===== src/rtl/if_pkg.sv =====
// Shared fetch-stage types: jump encodings, fetch FSM states, fetch entry.
package if_pkg;

  localparam int XLEN_DEFAULT = 32;

  localparam logic [1:0] JUMP_NONE = 2'b00;
  localparam logic [1:0] JUMP_JAL  = 2'b01;
  localparam logic [1:0] JUMP_JALR = 2'b10;

  typedef enum logic {
    BOOT,
    RUN
  } fetch_state_t;

  typedef struct packed {
    logic [XLEN_DEFAULT-1:0] pc;
    logic [XLEN_DEFAULT-1:0] inst;
  } fetch_entry_t;

endpackage


===== src/rtl/if_fetch_fifo.sv =====
// Synchronous FIFO of fetch entries with a single-cycle flush.
// The head is read straight from storage, so it is always a registered value.
module if_fetch_fifo
  import if_pkg::*;
#(
  parameter int  DEPTH   = 4,
  parameter type entry_t = fetch_entry_t
) (
  input  logic                   clk,
  input  logic                   reset,
  input  logic                   flush,
  input  logic                   push,
  input  entry_t                 wdata,
  input  logic                   pop,
  output entry_t                 rdata,
  output logic [$clog2(DEPTH):0] count
);

  localparam int AW = $clog2(DEPTH);
  localparam logic [AW:0] FULL = (AW+1)'(DEPTH);

  entry_t        mem [DEPTH];
  logic [AW-1:0] wr_ptr;
  logic [AW-1:0] rd_ptr;
  logic          do_push;
  logic          do_pop;

  assign do_pop  = pop && (count != '0) && !flush;
  assign do_push = push && !flush &&
                   ((count != FULL) || do_pop);
  assign rdata   = mem[rd_ptr];

  always_ff @(posedge clk or negedge reset) begin
    if (!reset) begin
      wr_ptr <= '0;
      rd_ptr <= '0;
      count  <= '0;
    end else if (flush) begin
      wr_ptr <= '0;
      rd_ptr <= '0;
      count  <= '0;
    end else begin
      if (do_push) wr_ptr <= wr_ptr + 1'b1;
      if (do_pop)  rd_ptr <= rd_ptr + 1'b1;
      count <= count + (AW+1)'(do_push)
                     - (AW+1)'(do_pop);
    end
  end

  // Cleared on reset so an empty queue presents a zero head.
  always_ff @(posedge clk or negedge reset) begin
    if (!reset) begin
      for (int i = 0; i < DEPTH; i++) begin
        mem[i] <= '0;
      end
    end else if (do_push) begin
      mem[wr_ptr] <= wdata;
    end
  end

endmodule


===== src/rtl/if_fetch_queue.sv =====
// Registered-PC fetch front end with credit-based request issue and FIFO.
// Define IF_FETCH_PERF_EN to add perf_fetched / perf_redirects counters.
module if_fetch_queue
  import if_pkg::*;
#(
  parameter int              XLEN     = XLEN_DEFAULT,
  parameter int              DEPTH    = 4,
  parameter logic [XLEN-1:0] RESET_PC = '0
) (
  input  logic            clk,
  input  logic            reset,
  input  logic            pc_src,
  input  logic [1:0]      jump,
  input  logic [XLEN-1:0] branch_addr,
  input  logic [XLEN-1:0] jump_addr,
  output logic            imem_req_valid,
  input  logic            imem_req_ready,
  output logic [XLEN-1:0] imem_addr,
  input  logic            imem_rsp_valid,
  input  logic [XLEN-1:0] imem_rsp_data,
  output logic            if_valid,
  input  logic            id_ready,
  output logic [XLEN-1:0] if_inst,
  output logic [XLEN-1:0] if_pc,
  output logic [XLEN-1:0] if_pc4
`ifdef IF_FETCH_PERF_EN
  ,
  output logic [31:0]     perf_fetched,
  output logic [31:0]     perf_redirects
`endif
);

  localparam int AW = $clog2(DEPTH);
  localparam int CW = AW + 1;

  typedef struct packed {
    logic [XLEN-1:0] pc;
    logic [XLEN-1:0] inst;
  } entry_t;

  fetch_state_t    state;
  fetch_state_t    state_nxt;
  logic [XLEN-1:0] fetch_pc;
  logic [XLEN-1:0] target;
  logic [CW-1:0]   count;
  logic [CW-1:0]   inflight;
  logic [CW-1:0]   drop;
  logic [XLEN-1:0] pend_pc [DEPTH];
  logic [AW-1:0]   pend_wr;
  logic [AW-1:0]   pend_rd;
  logic            redirect;
  logic            accept;
  logic            rsp;
  logic            enq;
  logic            deq;
  entry_t          head;
  entry_t          wentry;

  assign redirect  = (jump != JUMP_NONE) || pc_src;
  assign target    = (jump != JUMP_NONE) ? jump_addr
                                         : branch_addr;
  assign rsp       = imem_rsp_valid && (inflight != '0);
  assign enq       = rsp && (drop == '0) && !redirect;
  assign deq       = if_valid && id_ready && !redirect;
  assign accept    = imem_req_valid && imem_req_ready;
  assign imem_addr = fetch_pc;

  always_ff @(posedge clk or negedge reset) begin
    if (!reset) state <= BOOT;
    else        state <= state_nxt;
  end

  always_comb begin
    state_nxt = state;
    unique case (state)
      BOOT:    state_nxt = RUN;
      RUN:     state_nxt = RUN;
      default: state_nxt = BOOT;
    endcase
  end

  // Credits cover both buffered entries and every outstanding request,
  // including wrong-path ones that will be discarded on return.
  always_comb begin
    imem_req_valid = 1'b0;
    if (state == RUN) begin
      imem_req_valid = !redirect &&
        ((CW+1)'(count) + (CW+1)'(inflight) < (CW+1)'(DEPTH));
    end
  end

  always_ff @(posedge clk or negedge reset) begin
    if (!reset) begin
      fetch_pc <= RESET_PC;
      inflight <= '0;
      drop     <= '0;
      pend_wr  <= '0;
      pend_rd  <= '0;
    end else begin
      inflight <= inflight + CW'(accept) - CW'(rsp);
      if (accept) pend_wr <= pend_wr + 1'b1;
      if (rsp)    pend_rd <= pend_rd + 1'b1;
      if (redirect) begin
        fetch_pc <= target;
        drop     <= inflight - CW'(rsp);
      end else begin
        if (accept) fetch_pc <= fetch_pc + XLEN'(4);
        if (rsp && (drop != '0)) drop <= drop - 1'b1;
      end
    end
  end

  always_ff @(posedge clk) begin
    if (accept) pend_pc[pend_wr] <= fetch_pc;
  end

  assign wentry = '{pc: pend_pc[pend_rd], inst: imem_rsp_data};

  if_fetch_fifo #(
    .DEPTH   (DEPTH),
    .entry_t (entry_t)
  ) u_fifo (
    .clk   (clk),
    .reset (reset),
    .flush (redirect),
    .push  (enq),
    .wdata (wentry),
    .pop   (deq),
    .rdata (head),
    .count (count)
  );

  assign if_valid = (count != '0);
  assign if_inst  = head.inst;
  assign if_pc    = head.pc;
  assign if_pc4   = head.pc + XLEN'(4);

`ifdef IF_FETCH_PERF_EN
  always_ff @(posedge clk or negedge reset) begin
    if (!reset) begin
      perf_fetched   <= '0;
      perf_redirects <= '0;
    end else begin
      perf_fetched   <= perf_fetched + 32'(deq);
      perf_redirects <= perf_redirects + 32'(redirect);
    end
  end
`endif

endmodule


===== config.mk =====
export PLATFORM = sky130hd
export DESIGN_NAME = if_fetch_queue
export DESIGN_NICKNAME = d
export VERILOG_FILES = /design/src/rtl/if_pkg.sv /design/src/rtl/if_fetch_fifo.sv /design/src/rtl/if_fetch_queue.sv
export SDC_FILE = /design/constraint.sdc
export NUM_CORES = 1
export LEC_CHECK = 0
export ABC_AREA = 1
export BUFFER_PORTS_ARGS = -buffer_cell sky130_fd_sc_hd__buf_2
export CAP_MARGIN = 0
export CORE_MARGIN = 1
export CORE_UTILIZATION = 59
export DETAILED_ROUTE_END_ITERATION = 7
export PLACE_DENSITY = 0.86
export SYNTH_ARGS = -nofsm -noshare
export SYNTH_HDL_FRONTEND = slang
export SYNTH_SLANG_ARGS = --single-unit

===== constraint.sdc =====
create_clock -name clk -period 3.9 [get_ports clk]
set_clock_uncertainty 0.2 [all_clocks]
set_input_delay 0.78 -clock clk [delete_from_list [all_inputs] [get_ports clk]]
set_output_delay 0.78 -clock clk [all_outputs]
set_load 0.05 [all_outputs]

==> flow_summary.json <==
{
  "path_cells": "buf_12, buf_4, clkbuf_16, nand2_1, nand3_1, nand2_2, nand2_1, inv_1, nand2_1, nor2_1, nand4_1, nand2_1, buf_2",
  "period_share": 0.980,
  "fin_nets": 2794,
  "grt_max_degree": 99,
  "dieArea_um2": 36600,
  "cap_violations": 0,
  "synth_seq_cells": 434,
  "crit_path_start_kind": "flop",
  "yosysUniqueCellTypes": 39,
  "grtUsageMet1": 0.414,
  "stdcell_count": 3164,
  "netlist_instances": 2480,
  "final_util": 0.690,
  "critPathCaptureType": "output pin",
  "die_h_um": 191,
  "leakagePower_nw": 11.2,
  "cpMostUsedCell": "nand2_1",
  "core_area_um2": 35400,
  "clk_latency_ns": 0.54,
  "ir_drop_uv": 467,
  "cts_sinks": 434,
  "path_max_fanout": 30,
  "rsz0062_at_grt": "true",
  "drive_above_1_share": 0.155,
  "synth_area_per_cell_um2": 8.54,
  "wirelength_um": 57100,
  "gp_congestion": 0.951,
  "syn-cell-area_um2": 21200,
  "nFillCells": 2580,
  "path_buf_inv": 5,
  "ys_seq_area_frac": 0.543,
  "path_clk_slew_ns": 0.06,
  "yosysWarnings": 0,
  "n_antenna_cell": 0,
  "arrival_ns": 2.84,
  "htree_levels": 2,
  "fmax_mhz": 262,
  "dp_hpwl_um": 35900,
  "routed_via_density": 5.88,
  "cts-root-buf": "clkbuf_16",
  "crit_type": "reg2out",
  "cp_slowest_cell": "dfrtp_4",
  "wire_per_inst_um": 18.0,
  "grt_antenna_before_repair": 0,
  "async_reset_ff_frac": 0.705,
  "drtIter0Drc": 1901,
  "slew_violations": 0,
  "reg2reg_from": "inflight[2]$_DFF_PN0_",
  "power_mw": 14.9,
  "clock_path_buffers": 3,
  "power_density_nw_per_um2": 611,
  "drcViolationCount": 0,
  "area_delta_synth_final_pct": 15.3,
  "synth_ff_type": "dfrtp_1",
  "critPathRequiredTime_ns": 2.92,
  "ant_nets": 0,
  "crit_family": "simple AND/OR/NAND/NOR gates",
  "port_buffers": 233,
  "grtUsageMet3": 0.0435,
  "slew_headroom": 0.266,
  "hold_viol_final": 0,
  "use_met2": 0.499,
  "dr_total_vias": 18600,
  "io_pins": 234,
  "status": "complete, no violations",
  "grt_pass1_vias": 17600,
  "final_cell_area_um2": 24400,
  "grt_pass1_wl_um": 88500,
  "synth-edff-count": 128,
  "hold_path_class": "in2async",
  "reg2regPathDepth": 12,
  "setup_violations": 0,
  "syn_nets": 2606,
  "rows": 69,
  "die-width_um": 191,
  "tightest_slew_ns": 1.10,
  "start_util": 0.598,
  "dpl_cell_area_um2": 22500,
  "cts_tree": "yes",
  "numCtsBuffers": 44,
  "grt_overflow": 0,
  "grt.busiest_layer": "met2",
  "critPathMaxStageDelay_ns": 0.49,
  "dp.cells": 3067,
  "rr_endpoint": "inflight[2]$_DFF_PN0_",
  "grt_util_all_layers": 0.304,
  "period_needed_ns": 3.82,
  "rrSetupSlack_ns": 0.83,
  "firstDrtPassIters": 6
}
-- through the flow --
| step | hold slack (ns) | setup WS, ns | setup TNS (ns) |
|---|---|---|---|
| floorplan | 0.254 | -0.0294 | -0.0554 |
| global placement | 0.265 | 0.524 | 0 |
| detailed placement | 0.273 | 0.492 | 0 |
| CTS | 0.102 | 0.00356 | 0 |
| global route | 0.117 | -0.0399 | -0.190 |
| finish | 0.0731 | 0.0777 | 0 |
-- repair_timing --
action | 4_1_cts | 5_1_grt
setup buffers | 0 | 11
gates cloned | 1 | 4
endpoints found under the setup margin | 12 | 24
hold endpoints to repair | 0 | 0
pin swaps | 0 | 5
hold buffers | 0 | 0
gates resized for setup | 12 | 47
-- cells by family after synthesis --
| group | after synthesis | synth area share |
|---|---|---|
| simple gates | 1189 | 0.224 |
| compound gates | 511 | 0.133 |
| flops | 434 | 0.543 |
| mux | 9 | 0.00426 |
| xor+xnor | 32 | 0.0132 |
| buf+inv | 282 | 0.0681 |
| fa+ha+maj | 22 | 0.0137 |
| other cells | 1 | 0.000177 |
-- placed cells by master, fill, tap and decap left out, types with 4 or more instances in the layout --
| cell type | count |
|---|---|
| nand4_1 | 12 |
| nand2_4 | 6 |
| inv_1 | 132 |
| mux2i_1 | 9 |
| clkbuf_8 | 7 |
| bufinv_16 | 4 |
| buf_2 | 218 |
| nor2_1 | 208 |
| clkbuf_16 | 51 |
| o21a_1 | 8 |
| nor2_4 | 6 |
| nand3_1 | 95 |
| o211ai_1 | 8 |
| edfxtp_1 | 128 |
| buf_4 | 42 |
| a21oi_1 | 61 |
| o22ai_1 | 38 |
| a31oi_1 | 5 |
| xor2_2 | 7 |
| xor2_1 | 23 |
| nor2_2 | 14 |
| nand2_1 | 810 |
| o21ai_0 | 99 |
| dfrtp_1 | 303 |
| a32o_1 | 32 |
| nand2_2 | 17 |
| clkbuf_1 | 11 |
| o21ai_1 | 258 |
| nand3b_1 | 8 |
| nor3_1 | 9 |
| clkinvlp_4 | 4 |
| buf_12 | 11 |
| clkinv_2 | 6 |
| clkbuf_4 | 4 |
| ha_1 | 19 |
-- Yosys cell counts, drive strengths merged, types with 2 or more instances --
library cell  count  area [um2]
nand3b            8        60.1
nand2           833        3160
fa                2        40.0
ha               20         250
clkbuf           45         169
buf              98         748
nor2            228         886
a32o             32         320
xnor2             2        17.5
xor2             30         263
mux2i             9        90.1
o21ai           357        1790
edfxtp          128        3840
a21oi            61         305
a31oi             5        31.3
o21a              8        60.1
o22ai            38         238
o211ai            8        60.1
dfrtp           306        7660
nand3            96         485
nor3             11        60.1
inv             139         524
nand4            12        75.1
-- flip-flops by register name (all words and copies together), names as in the netlist --
signal,count
u_fifo.mem,256
pend_pc,128
imem_addr,32
drop,3
inflight,3
u_fifo.count,3
pend_rd,2
pend_wr,2
u_fifo.rd_ptr,2
u_fifo.wr_ptr,2
state,1
-- power by group --
part | internal (mW) | switching, mW | total, mW | leakage (nW)
registers | 5.08 | 0.329 | 5.41 | 5.28
logic | 1.30 | 3.86 | 5.16 | 5.23
clock network | 2.61 | 1.73 | 4.34 | 0.736
-- cell type report --
class / count / area (um2) / share of cell area
tap: 461 / 577 / 0.0236
timing repair buffer: 285 / 1880 / 0.0768
multi-input combinational: 1764 / 8400 / 0.344
clock inverter: 16 / 201 / 0.00825
clock buffer: 65 / 1310 / 0.0538
sequential: 434 / 11500 / 0.471
inverter: 139 / 541 / 0.0221
-- layer usage --
layer	wire length, um	vias to the layer above
met5	0	-
met4	1640	0
met3	4970	140
met2	27500	1053
met1	23000	8855
li1	-	8568
-- how the worst max path moves through the flow --
stage                                  from          to  slack [ns]  cells past startpoint
4_1_cts        u_fifo.rd_ptr[0]$_DFFE_PN0P_  if_pc4[11]       0.004                     12
5_1_grt        u_fifo.rd_ptr[0]$_DFFE_PN0P_  if_pc4[19]       -0.04                     15
2_1_floorplan  u_fifo.rd_ptr[0]$_DFFE_PN0P_   if_pc4[8]       -0.03                     10
3_5_place_dp   u_fifo.rd_ptr[0]$_DFFE_PN0P_  if_pc4[11]        0.49                     12
3_3_place_gp   u_fifo.rd_ptr[0]$_DFFE_PN0P_  if_pc4[11]        0.52                     12
6_report       u_fifo.rd_ptr[0]$_DFFE_PN0P_  if_pc4[24]        0.08                     13
(Power assumes the default switching activity.)
